## config.mk

```make
export PLATFORM = sky130hd
export DESIGN_NAME = voicemail_manager
export DESIGN_NICKNAME = d
export VERILOG_FILES = /design/src/rtl/vm_pkg.sv /design/src/rtl/vm_slot_alloc.sv /design/src/rtl/voicemail_manager.sv
export SDC_FILE = /design/constraint.sdc
export NUM_CORES = 1
export LEC_CHECK = 0
export ABC_AREA = 1
export CORE_MARGIN = 8
export CORE_UTILIZATION = 30
export DETAILED_ROUTE_END_ITERATION = 7
export PLACE_DENSITY_LB_ADDON = 0.3
export SYNTH_ARGS = -nofsm -noshare
export SYNTH_HDL_FRONTEND = slang
export SYNTH_SLANG_ARGS = --single-unit
```

## constraint.sdc

```tcl
create_clock -name clk -period 3.4 [get_ports clk]
set_input_delay 0.51 -clock clk [delete_from_list [all_inputs] [get_ports clk]]
set_output_delay 0.51 -clock clk [all_outputs]
set_load 0.1 [all_outputs]
```

## src/rtl/vm_pkg.sv

```systemverilog
// rtl/vm_pkg.sv - shared encodings for the voicemail manager
//
// Holds the command opcodes, error codes and FSM state encodings used by
// voicemail_manager and its testable sub-blocks.
package vm_pkg;

    typedef enum logic [2:0] {
        VM_NOP         = 3'd0,
        VM_RECORD_NEXT = 3'd1,
        VM_PLAY        = 3'd2,
        VM_DELETE      = 3'd3,
        VM_DELETE_ALL  = 3'd4,
        VM_STOP        = 3'd5
    } vm_op_e;

    typedef enum logic [2:0] {
        VM_ERR_NONE       = 3'd0,
        VM_ERR_NO_CARD    = 3'd1,
        VM_ERR_FULL       = 3'd2,
        VM_ERR_EMPTY_SLOT = 3'd3,
        VM_ERR_OVERRUN    = 3'd4,
        VM_ERR_DISABLED   = 3'd5
    } vm_err_e;

    typedef enum logic [2:0] {
        ST_IDLE     = 3'd0,
        ST_REC      = 3'd1,
        ST_REC_WR   = 3'd2,
        ST_PLAY_RD  = 3'd3,
        ST_PLAY_OUT = 3'd4,
        ST_CLEAR    = 3'd5
    } vm_state_e;

endpackage

```

## src/rtl/vm_slot_alloc.sv

```systemverilog
// rtl/vm_slot_alloc.sv - lowest-free-slot encoder and used-slot popcount
//
// Ports:
//   used      in  per-slot occupancy bitmap
//   free_slot out lowest index with used==0 (0 when all used)
//   all_used  out every slot occupied
//   count     out number of occupied slots
module vm_slot_alloc #(
    parameter int NUM_SLOTS = 8,
    parameter int SLOT_W    = 3
) (
    input  logic [NUM_SLOTS-1:0] used,
    output logic [SLOT_W-1:0]    free_slot,
    output logic                 all_used,
    output logic [SLOT_W:0]      count
);

    always_comb begin
        free_slot = '0;
        all_used  = 1'b1;
        count     = '0;
        // Walk downwards so the last hit (lowest index) wins.
        for (int i = NUM_SLOTS - 1; i >= 0; i--) begin
            if (!used[i]) begin
                free_slot = SLOT_W'(i);
                all_used  = 1'b0;
            end
            count = count + (SLOT_W + 1)'(used[i]);
        end
    end

endmodule

```

## src/rtl/voicemail_manager.sv

```systemverilog
// rtl/voicemail_manager.sv - multi-slot voicemail record/playback controller
//
// Sits between the UI FSM and the CF-card word memory port.
// Ports:
//   clk, reset_n                  clock, async active-low reset
//   enable, cf_present            feature enable, card detect
//   cmd_valid/cmd_ready/cmd_op/cmd_slot   command handshake (ready in IDLE only)
//   smp_in_valid/smp_in           record samples (no backpressure)
//   smp_out_valid/smp_out_ready/smp_out   playback samples
//   mem_req/mem_we/mem_addr/mem_wdata/mem_ack/mem_rdata  word memory port
//   busy, active_slot, slot_used, slot_new, msg_count     status
//   err_valid/err_code            one-cycle error pulse
module voicemail_manager
    import vm_pkg::*;
#(
    parameter int NUM_SLOTS = 8,
    parameter int SLOT_W    = 3,
    parameter int LEN_W     = 12,
    parameter int DATA_W    = 16
) (
    input  logic                    clk,
    input  logic                    reset_n,
    input  logic                    enable,
    input  logic                    cf_present,
    input  logic                    cmd_valid,
    output logic                    cmd_ready,
    input  logic [2:0]              cmd_op,
    input  logic [SLOT_W-1:0]       cmd_slot,
    input  logic                    smp_in_valid,
    input  logic [DATA_W-1:0]       smp_in,
    output logic                    smp_out_valid,
    input  logic                    smp_out_ready,
    output logic [DATA_W-1:0]       smp_out,
    output logic                    mem_req,
    output logic                    mem_we,
    output logic [SLOT_W+LEN_W-1:0] mem_addr,
    output logic [DATA_W-1:0]       mem_wdata,
    input  logic                    mem_ack,
    input  logic [DATA_W-1:0]       mem_rdata,
    output logic                    busy,
    output logic [SLOT_W-1:0]       active_slot,
    output logic [NUM_SLOTS-1:0]    slot_used,
    output logic [NUM_SLOTS-1:0]    slot_new,
    output logic [SLOT_W:0]         msg_count,
    output logic                    err_valid,
    output logic [2:0]              err_code
);

    localparam logic [LEN_W:0] SLOT_WORDS = {1'b1, {LEN_W{1'b0}}};

    vm_state_e             state_q, state_d;
    logic [SLOT_W-1:0]     slot_q, slot_d;
    logic [LEN_W:0]        idx_q, idx_d;
    logic [SLOT_W-1:0]     clr_q, clr_d;
    logic [DATA_W-1:0]     wdata_q, wdata_d;
    logic [DATA_W-1:0]     smp_out_q, smp_out_d;
    logic                  smp_out_valid_q, smp_out_valid_d;
    logic                  mem_req_q, mem_req_d;
    logic                  mem_we_q, mem_we_d;
    logic                  stop_q, stop_d;
    logic [NUM_SLOTS-1:0]  used_q, used_d;
    logic [NUM_SLOTS-1:0]  new_q, new_d;
    logic [LEN_W:0]        len_q [NUM_SLOTS];
    logic [LEN_W:0]        len_d [NUM_SLOTS];
    logic [SLOT_W:0]       msg_count_q, msg_count_d;
    logic                  err_valid_q, err_valid_d;
    logic [2:0]            err_code_q, err_code_d;
    logic                  cmd_ready_q, cmd_ready_d;

    logic [SLOT_W-1:0]     free_slot;
    logic                  all_used;
    logic [SLOT_W:0]       used_count;

    logic                  accept;
    logic                  stop_req;
    logic [LEN_W:0]        idx_inc;
    logic                  commit_en;
    logic [LEN_W:0]        commit_len;

    vm_slot_alloc #(
        .NUM_SLOTS (NUM_SLOTS),
        .SLOT_W    (SLOT_W)
    ) u_slot_alloc (
        .used      (used_q),
        .free_slot (free_slot),
        .all_used  (all_used),
        .count     (used_count)
    );

    assign accept   = cmd_valid && cmd_ready_q;
    // STOP bypasses cmd_ready; losing enable is treated the same way.
    assign stop_req = (cmd_valid && (cmd_op == VM_STOP)) || !enable;
    assign idx_inc  = idx_q + (LEN_W + 1)'(1);

    always_comb begin
        state_d         = state_q;
        slot_d          = slot_q;
        idx_d           = idx_q;
        clr_d           = clr_q;
        wdata_d         = wdata_q;
        smp_out_d       = smp_out_q;
        smp_out_valid_d = smp_out_valid_q;
        mem_req_d       = mem_req_q;
        mem_we_d        = mem_we_q;
        stop_d          = stop_q;
        used_d          = used_q;
        new_d           = new_q;
        len_d           = len_q;
        msg_count_d     = used_count;
        err_valid_d     = 1'b0;
        err_code_d      = VM_ERR_NONE;
        commit_en       = 1'b0;
        commit_len      = idx_q;

        case (state_q)
            ST_IDLE: begin
                if (accept && (cmd_op inside {VM_RECORD_NEXT, VM_PLAY, VM_DELETE, VM_DELETE_ALL})) begin
                    if (!enable) begin
                        err_valid_d = 1'b1;
                        err_code_d  = VM_ERR_DISABLED;
                    end else if (!cf_present) begin
                        err_valid_d = 1'b1;
                        err_code_d  = VM_ERR_NO_CARD;
                    end else if (cmd_op == VM_RECORD_NEXT) begin
                        if (all_used) begin
                            err_valid_d = 1'b1;
                            err_code_d  = VM_ERR_FULL;
                        end else begin
                            slot_d  = free_slot;
                            idx_d   = '0;
                            stop_d  = 1'b0;
                            state_d = ST_REC;
                        end
                    end else if (cmd_op == VM_DELETE_ALL) begin
                        clr_d   = '0;
                        state_d = ST_CLEAR;
                    end else if (!used_q[cmd_slot]) begin
                        err_valid_d = 1'b1;
                        err_code_d  = VM_ERR_EMPTY_SLOT;
                    end else if (cmd_op == VM_PLAY) begin
                        slot_d    = cmd_slot;
                        idx_d     = '0;
                        stop_d    = 1'b0;
                        mem_req_d = 1'b1;
                        mem_we_d  = 1'b0;
                        state_d   = ST_PLAY_RD;
                    end else begin
                        used_d[cmd_slot] = 1'b0;
                        new_d[cmd_slot]  = 1'b0;
                        len_d[cmd_slot]  = '0;
                    end
                end
            end

            ST_REC: begin
                if (!cf_present) begin
                    commit_en   = 1'b1;
                    state_d     = ST_IDLE;
                    err_valid_d = 1'b1;
                    err_code_d  = VM_ERR_NO_CARD;
                end else if (stop_req) begin
                    commit_en = 1'b1;
                    state_d   = ST_IDLE;
                end else if (smp_in_valid) begin
                    wdata_d   = smp_in;
                    mem_req_d = 1'b1;
                    mem_we_d  = 1'b1;
                    state_d   = ST_REC_WR;
                end
            end

            ST_REC_WR: begin
                if (!cf_present) begin
                    // Abandon the write; only previously acked words count.
                    mem_req_d   = 1'b0;
                    mem_we_d    = 1'b0;
                    commit_en   = 1'b1;
                    state_d     = ST_IDLE;
                    err_valid_d = 1'b1;
                    err_code_d  = VM_ERR_NO_CARD;
                end else begin
                    if (smp_in_valid) begin
                        err_valid_d = 1'b1;
                        err_code_d  = VM_ERR_OVERRUN;
                    end
                    if (mem_ack) begin
                        mem_req_d = 1'b0;
                        mem_we_d  = 1'b0;
                        idx_d     = idx_inc;
                        if (idx_inc == SLOT_WORDS || stop_q || stop_req) begin
                            commit_en  = 1'b1;
                            commit_len = idx_inc;
                            state_d    = ST_IDLE;
                        end else begin
                            state_d = ST_REC;
                        end
                    end else if (stop_req) begin
                        stop_d = 1'b1;
                    end
                end
            end

            ST_PLAY_RD: begin
                if (!cf_present) begin
                    mem_req_d   = 1'b0;
                    state_d     = ST_IDLE;
                    err_valid_d = 1'b1;
                    err_code_d  = VM_ERR_NO_CARD;
                end else if (mem_ack) begin
                    mem_req_d = 1'b0;
                    if (stop_q || stop_req) begin
                        state_d = ST_IDLE;
                    end else begin
                        smp_out_d       = mem_rdata;
                        smp_out_valid_d = 1'b1;
                        state_d         = ST_PLAY_OUT;
                    end
                end else if (stop_req) begin
                    stop_d = 1'b1;
                end
            end

            ST_PLAY_OUT: begin
                if (!cf_present) begin
                    smp_out_valid_d = 1'b0;
                    state_d         = ST_IDLE;
                    err_valid_d     = 1'b1;
                    err_code_d      = VM_ERR_NO_CARD;
                end else if (stop_req) begin
                    smp_out_valid_d = 1'b0;
                    state_d         = ST_IDLE;
                end else if (smp_out_ready) begin
                    smp_out_valid_d = 1'b0;
                    idx_d           = idx_inc;
                    if (idx_inc == len_q[slot_q]) begin
                        new_d[slot_q] = 1'b0;
                        state_d       = ST_IDLE;
                    end else begin
                        mem_req_d = 1'b1;
                        mem_we_d  = 1'b0;
                        state_d   = ST_PLAY_RD;
                    end
                end
            end

            ST_CLEAR: begin
                if (!cf_present) begin
                    state_d     = ST_IDLE;
                    err_valid_d = 1'b1;
                    err_code_d  = VM_ERR_NO_CARD;
                end else begin
                    used_d[clr_q] = 1'b0;
                    new_d[clr_q]  = 1'b0;
                    len_d[clr_q]  = '0;
                    clr_d         = clr_q + SLOT_W'(1);
                    if (clr_q == SLOT_W'(NUM_SLOTS - 1)) begin
                        state_d = ST_IDLE;
                    end
                end
            end

            default: state_d = ST_IDLE;
        endcase

        // Zero-length recordings leave the slot free.
        if (commit_en && commit_len != '0) begin
            used_d[slot_q] = 1'b1;
            new_d[slot_q]  = 1'b1;
            len_d[slot_q]  = commit_len;
        end

        cmd_ready_d = (state_d == ST_IDLE);
    end

    always_ff @(posedge clk or negedge reset_n) begin
        if (!reset_n) begin
            state_q         <= ST_IDLE;
            slot_q          <= '0;
            idx_q           <= '0;
            clr_q           <= '0;
            wdata_q         <= '0;
            smp_out_q       <= '0;
            smp_out_valid_q <= 1'b0;
            mem_req_q       <= 1'b0;
            mem_we_q        <= 1'b0;
            stop_q          <= 1'b0;
            used_q          <= '0;
            new_q           <= '0;
            for (int i = 0; i < NUM_SLOTS; i++) begin
                len_q[i] <= '0;
            end
            msg_count_q     <= '0;
            err_valid_q     <= 1'b0;
            err_code_q      <= '0;
            cmd_ready_q     <= 1'b0;
        end else begin
            state_q         <= state_d;
            slot_q          <= slot_d;
            idx_q           <= idx_d;
            clr_q           <= clr_d;
            wdata_q         <= wdata_d;
            smp_out_q       <= smp_out_d;
            smp_out_valid_q <= smp_out_valid_d;
            mem_req_q       <= mem_req_d;
            mem_we_q        <= mem_we_d;
            stop_q          <= stop_d;
            used_q          <= used_d;
            new_q           <= new_d;
            len_q           <= len_d;
            msg_count_q     <= msg_count_d;
            err_valid_q     <= err_valid_d;
            err_code_q      <= err_code_d;
            cmd_ready_q     <= cmd_ready_d;
        end
    end

    assign cmd_ready     = cmd_ready_q;
    assign smp_out_valid = smp_out_valid_q;
    assign smp_out       = smp_out_q;
    assign mem_req       = mem_req_q;
    assign mem_we        = mem_we_q;
    assign mem_addr      = {slot_q, idx_q[LEN_W-1:0]};
    assign mem_wdata     = wdata_q;
    assign busy          = (state_q != ST_IDLE);
    assign active_slot   = slot_q;
    assign slot_used     = used_q;
    assign slot_new      = new_q;
    assign msg_count     = msg_count_q;
    assign err_valid     = err_valid_q;
    assign err_code      = err_code_q;

endmodule

```

==> flow_summary_export.csv, run 1 <==
group,metric,value,unit
power,pwr-share-clk,26.8,%
clock_tree,clkLatencyLatePin,0.45,ns
placed_design,dpl.hpwl,28.6,mm
worst_setup_path,endpoint_kind,"flop",
sta,setup_viol,0,
yosys,post-synth-top-count-cell,"nand2_1",
worst_setup_path,reg2regPathDepth,19,
cells_and_area,synthToLayoutAreaGrowth,21.1,%
clock_tree,clk_pin_slew_worst_paths,0.07,ns
yosys,synth_seq_area_share,39.1,%
worst_setup_path,critPathKind,"reg -> reg",
sta,whs,0.0780,ns
detailed_routing,drtIter0Drc,1193,
worst_setup_path,worst_ep_arrival_time,3.48,ns
sta,max_freq,318,MHz
global_route,grt_start_max_net_pins,113,
global_route,grt_usage,17.1,%
sta,worstMarginPinSlew,1.02,ns
yosys,syn_area_per_cell,6.81,um^2
clock_tree,cts_tree,"done",
detailed_routing,wl_per_cell,16.9,um
detailed_routing,totalWireLength,40.8,mm
status,outcome,"complete, no violations",
cells_and_area,seq_area,4680,um^2
global_route,first_global_vias,11372,
sta,tns,0,ns
placed_design,port_buffers,124,
detailed_routing,viasPerCell,5.01,
power,p_sw,0.00347,W
hold_path,hold_class,"in -> async",
detailed_routing,drc,0,
clock_tree,cts_resized,0,
clock_tree,numCtsBuffers,17,
clock_tree,cts.sinks,187,
placed_design,gp_congestion,0.888,
power,pwr-share-comb,39.7,%
sta,hold_viol,0,
worst_setup_path,timing.rr.start,"idx_q[0]",
yosys,synth_area_leaders,"dfrtp_1, nand2_1, nand3_1",
power,leakage,7.86,nW
power,total_power,0.00786,W
worst_setup_path,required,3.73,ns
sta,min_period,3.15,ns
die,die_h,216,um
global_route,grt_pass1_wl,64.6,mm
worst_setup_path,r2r_end,"slot_used[0]",
die,fp-row-count,73,
power,cellPowerDensity,542,nW/um^2
cells_and_area,drive_gt1_share,9.77,%
power,intPower,0.00439,W
clock_tree,postCtsSetupBuffers,0,
detailed_routing,ant_nets,0,
sta,post-route-period-util,92.6,%
global_route,gr-total-overflow,0,
global_route,antenna_found_initial,0,
cells_and_area,final_core_util,36.7,%
worst_setup_path,cp-start-kind,"flop",
power,p_seq_share,33.5,%
yosys,yosys.area.top_type_share,39.1,%
clock_tree,htree_levels,4,
yosys,async_reset_ff_share,100,%
flow_run,drv_cap,0,
cells_and_area,num-fill-cells,4116,
sta,rsz0062_at_grt,"false",
die,top_level_ports,125,
die,core_area,39500,um^2
clock_tree,holdBufCountCts,0,
yosys,ys_seq_elements,187,
clock_tree,clockBufferDepth,2,
sta,slew_viol_final,0,
yosys,synth_edf_count,0,
yosys,syn_nets,1816,
worst_setup_path,crit_start,"idx_q[0]",
die,start_util,30.3,%
clock_tree,cts_root_buffer,"clkbuf_16",
detailed_routing,vias,12079,
die,die_w,216,um
worst_setup_path,cp_max_fo,112,
yosys,synth.distinct_cells,48,
die,dieArea,46500,um^2
yosys,yosysTopAreaCell,"dfrtp_1",
sta,slew_headroom,32.0,%
yosys,synth-main-ff-cell,"dfrtp_1",
power,sw_frac_of_total,44.1,%
sta,skew,0.0118,ns
yosys,synth_common_cells,"nand2_1, inv_1, dfrtp_1",
yosys,ys_warn_count,0,
worst_setup_path,reg2reg_slack,0.25,ns
yosys,syn_inst,1758,
power,ir_drop,234,uV
detailed_routing,drt_pass1_iterations,6,
yosys,netlist_area,12000,um^2
cells_and_area,multi_input_area,5960,um^2
cells_and_area,nets,1929,
cells_and_area,n_antenna_cell,0,
-- stage by stage --
step / cells / area [um^2] / worst slack, ns
floorplan: 1758 / 12000 / 0.115
global placement: 2376 / 13800 / 0.115
detailed placement: 2376 / 13800 / 0.109
CTS: 2408 / 14400 / 0.177
global route: 2409 / 14500 / 0.0269
finish: 2409 / 14500 / 0.251
-- worst max path at each step --
stage	end	cells past startpoint	slack, ns
global placement	len_q[40]	16	0.11
detailed placement	len_q[46]	17	0.11
global route	slot_used[5]	18	0.03
floorplan	msg_count[1]	9	0.12
CTS	slot_new[2]	17	0.18
finish	slot_used[0]	19	0.25
-- state kept, by name (all words and copies together) (netlist names), 3 cells and up --
register,cells
clr_q,3
err_code,3
smp_out,16
state_q,3
mem_wdata,16
active_slot,3
idx_q,13
slot_new,8
slot_used,8
msg_count,4
len_q,104
-- per-layer routing --
layer | vias up | track usage [%] | routed length, um
met4 | 0 | 4.15 | 668
met2 | 423 | 27.2 | 19000
met1 | 5778 | 23.7 | 18200
met3 | 49 | 2.99 | 2900
li1 | 5829 | - | -
met5 | - | 0 | 0
-- final cells by class --
cell class                 count  area share, %
multi-input combinational   1264           41.1
timing repair buffer         193           12.5
sequential                   187           32.3
clock buffer                  18           3.03
inverter                     208           5.38
clock inverter                14           1.13
tap                          525           4.53
-- critical path: stages (launching register included) --
cell,delay [ns]
dfrtp_2,0.41
buf_4,0.17
inv_2,0.07
nor2_4,0.20
nand3_1,0.10
nand2_1,0.07
nand2_1,0.15
inv_1,0.09
nand3_1,0.11
o21bai_4,0.20
nand3_4,0.20
nand2_1,0.12
nand2_1,0.11
nor2_1,0.13
nand2_1,0.07
nor2_2,0.13
nand2_4,0.10
buf_16,0.25
nand3_1,0.19
nand2_1,0.07
-- power by group through the flow --
stage / Sequential [W] / Combinational, W / Clock (W)
after global placement: 0.00266 / 0.00307 / 0
after detailed placement: 0.00266 / 0.00310 / 0
after global routing: 0.00266 / 0.00337 / 0.00223
after floorplan: 0.00307 / 0.00173 / 0
final: 0.00263 / 0.00312 / 0.00211
after CTS: 0.00263 / 0.00311 / 0.00214
-- placed cells by master (no fill, tap or decap), types with 3 or more instances in the layout --
cell,netlist,routed
o22ai_1,32,32
mux2_2,16,16
a21oi_1,18,18
clkdlybuf4s50_1,0,101
buf_12,1,4
nor4_1,4,4
o211ai_1,6,6
nand3_1,167,167
nand4_1,29,29
inv_1,202,202
clkinv_4,0,6
o2111ai_1,3,3
dfrtp_2,0,3
nand2_1,668,668
dfrtp_1,187,184
nor3b_1,3,3
a22oi_1,4,4
xor2_1,7,7
nor2_4,4,4
buf_4,18,84
or2_2,5,5
nor2_1,74,74
nand2_2,21,21
o21ai_0,144,144
o21ai_1,3,3
o31ai_1,5,5
nor3_1,15,13
fa_1,4,4
ha_1,8,8
clkinvlp_4,0,3
clkinv_1,4,4
a221oi_1,4,4
clkbuf_16,0,18
-- cell families (layout without fill, tap and decap cells) --
family / count (synthesis) / count (layout) / share of synthesized area, %
AO/OA/AOI/OAI: 229 / 229 / 10.8
buffers and inverters: 307 / 433 / 11.3
XOR/XNOR: 8 / 8 / 0.585
AND/OR/NAND/NOR: 999 / 999 / 35.2
multiplexers: 16 / 16 / 1.51
flip-flops: 187 / 187 / 39.1
adder cells (fa/ha/maj): 12 / 12 / 1.51
(Power assumes the default switching activity.)
==> run 2: changes to the inputs <==
CAP_MARGIN = 20   (was not set)
SLEW_MARGIN = 20   (was not set)
SYNTH_HIERARCHICAL = 1   (was not set)
==> flow_summary_export.csv, run 2 <==
group,metric,value,unit
detailed_routing,wl_per_cell,16.2,um
clock_tree,clockBufferDepth,2,
worst_setup_path,endpoint_kind,"flop",
placed_design,port_buffers,124,
die,die_h,214,um
yosys,synth_edf_count,0,
worst_setup_path,cp-start-kind,"flop",
worst_setup_path,crit_start,"idx_q[0]",
hold_path,hold_class,"in -> async",
cells_and_area,n_antenna_cell,0,
sta,slew_headroom,31.6,%
worst_setup_path,critPathKind,"reg -> reg",
cells_and_area,mostFrequentLayoutCells,"nand2_1, inv_1, dfrtp_1, nand3_1, o21ai_0",
power,ir_drop,341,uV
clock_tree,htree_levels,4,
worst_setup_path,cp_max_fo,58,
placed_design,gp_congestion,0.880,
die,core_area,38600,um^2
yosys,yosys.area.top_type_share,39.9,%
yosys,syn_nets,1845,
clock_tree,clkLatencyLatePin,0.45,ns
sta,post-route-period-util,91.0,%
yosys,netlist_area,11700,um^2
cells_and_area,regMostFlops,"len_q",
detailed_routing,vias,12032,
yosys,syn_inst,1789,
clock_tree,postCtsSetupBuffers,0,
worst_setup_path,cp_slowest_stage_delay,0.40,ns
global_route,first_global_vias,11343,
yosys,async_reset_ff_share,100,%
flow_run,drv_cap,0,
die,dieArea,45700,um^2
clock_tree,numCtsBuffers,17,
worst_setup_path,required,3.79,ns
clock_tree,clk_pin_slew_worst_paths,0.07,ns
yosys,ys_seq_elements,187,
die,top_level_ports,125,
cells_and_area,drive_gt1_share,7.75,%
power,total_power,0.00793,W
detailed_routing,totalWireLength,39.6,mm
worst_setup_path,timing.rr.start,"idx_q[0]",
sta,worstMarginPinSlew,1.02,ns
cells_and_area,num-fill-cells,4051,
cells_and_area,final_common_cell,"nand2_1",
detailed_routing,drtIter0Drc,974,
sta,max_freq,323,MHz
yosys,post-synth-top-count-cell,"nand2_1",
sta,rsz0062_at_grt,"false",
yosys,synth.distinct_cells,42,
sta,hold_viol,0,
clock_tree,cts.sinks,187,
yosys,synth-main-ff-cell,"dfrtp_1",
detailed_routing,drt_pass1_iterations,5,
cells_and_area,nets,1967,
status,outcome,"complete, no violations",
power,leakage,7.88,nW
yosys,synth_area_leaders,"dfrtp_1, nand2_1, nand3_1",
cells_and_area,final_core_util,37.2,%
worst_setup_path,crit_chain,"ha_1 > nand2_1 > nor2_4 > nand2_2 > nand2_1 > nand2_1 > nor2_1 > nand2_1 > nor2_1 > nand2_1 > nand2_4 > buf_4 > nand3b_1 > nand2_1 > nor2_1 > nand2_1 > nor2_1 > nand2_4 > buf_6 > nand3_1 > nand2_1",
sta,tns,0,ns
yosys,synth_common_cells,"nand2_1, inv_1, dfrtp_1",
die,fp-row-count,72,
sta,setup_viol,0,
yosys,ys_warn_count,6,
sta,slew_viol_final,0,
power,cellPowerDensity,552,nW/um^2
worst_setup_path,crit_path_top_delay_cell,"buf_6",
global_route,grt_usage,17.1,%
die,start_util,30.3,%
cells_and_area,largest_reg_flops,104,
clock_tree,cts_tree,"done",
worst_setup_path,worst_ep_arrival_time,3.48,ns
placed_design,placedInstanceArea,13700,um^2
detailed_routing,drc,0,
die,die_w,214,um
yosys,synth_seq_area_share,39.9,%
cells_and_area,synthToLayoutAreaGrowth,22.6,%
placed_design,dpl.hpwl,27.6,mm
worst_setup_path,cpMostUsedCell,"nand2_1",
detailed_routing,viasPerCell,4.93,
sta,skew,0.0122,ns
cells_and_area,stdcell_area,14400,um^2
clock_tree,cts_root_buffer,"clkbuf_16",
global_route,grt_pass1_wl,62.0,mm
sta,min_period,3.09,ns
detailed_routing,ant_nets,0,
placed_design,placedCellCount,2409,
global_route,grt_start_max_net_pins,81,
yosys,syn_area_per_cell,6.55,um^2
yosys,yosysTopAreaCell,"dfrtp_1",
global_route,gr-total-overflow,0,
global_route,antenna_found_initial,0,
cells_and_area,finalNonFillerCells,2441,
run 2: cell types whose count changed after synthesis, sizes merged, moves of 9 or more:
cell	before	now
nand3	168	178
clkbuf	43	52
nand4	29	11
buf	56	46
nand2	691	743
nor2	80	107
inv	204	194
mux2	16	0
run 2: final cells by class:
class | count | area (um^2) | area share, %
multi-input combinational | 1302 | 5820 | 40.5
inverter | 202 | 758 | 5.27
timing repair buffer | 201 | 1850 | 12.9
tap | 518 | 648 | 4.51
sequential | 187 | 4680 | 32.6
clock inverter | 13 | 191 | 1.33
clock buffer | 18 | 429 | 2.98
run 2: cells by family (layout without fill, tap and decap cells):
logic type | after synthesis | count (layout) | synth area share [%]
flops | 187 | 187 | 39.9
xor+xnor | 11 | 11 | 0.822
fa+ha+maj | 10 | 10 | 1.32
compound gates | 224 | 224 | 10.5
simple gates | 1057 | 1057 | 36.6
buf+inv | 300 | 434 | 10.8
run 2: power breakdown:
group	internal (W)	switching, W
combinational	0.000855	0.00221
sequential	0.00247	0.000212
clock	0.00124	0.000948
total	0.00456	0.00337
run 2: final timing paths:
| check | to | slack, ns | cells past startpoint |
|---|---|---|---|
| setup / recovery | len_q[8] | 0.31 | 21 |
| hold / removal | len_q[40] | 0.13 | 1 |
| setup reg to reg | len_q[8] | 0.31 | 21 |
| hold reg to reg | mem_wdata[12] | 0.47 | 2 |
| max in group asynchronous | slot_used[1] | 2.30 | 2 |
| min in group clk | mem_wdata[12] | 0.47 | 2 |
run 2: worst max-delay path: cells and delay by family (launching register included):
family                     cells  cell delay, ns
adders and majority gates      1            0.20
buffers and inverters          2            0.56
DFF                            1            0.37
and+or+nand+nor               18            1.85
run 2: stage by stage:
step / hold slack (ns) / setup WS [ns]
detailed placement: 0.458 / 0.00647
global route: 0.174 / 0.0194
finish: 0.130 / 0.307
global placement: 0.455 / 0.0458
floorplan: 0.214 / 0.0659
CTS: 0.147 / 0.177
run 2: repair_timing:
action / 4_1_cts / 5_1_grt
hold endpoints to repair: 0 / 0
endpoints found under the setup margin: 0 / 120
hold buffers: 0 / 0
resized for setup: 0 / 7
run 2: metal layers:
metal	global-route usage, %	up-vias	part of all wire, %
met4	6.03	0	2.6
met3	2.86	58	6.9
li1	-	5877	-
met2	27.6	393	46
met5	0	-	0
met1	23.0	5704	44
==> run 3: changes to the inputs <==
HOLD_SLACK_MARGIN = 0.12   (was not set)
==> results of run 3 <==
Same layout as run 2: the final DEF is identical, and so are final timing and power.
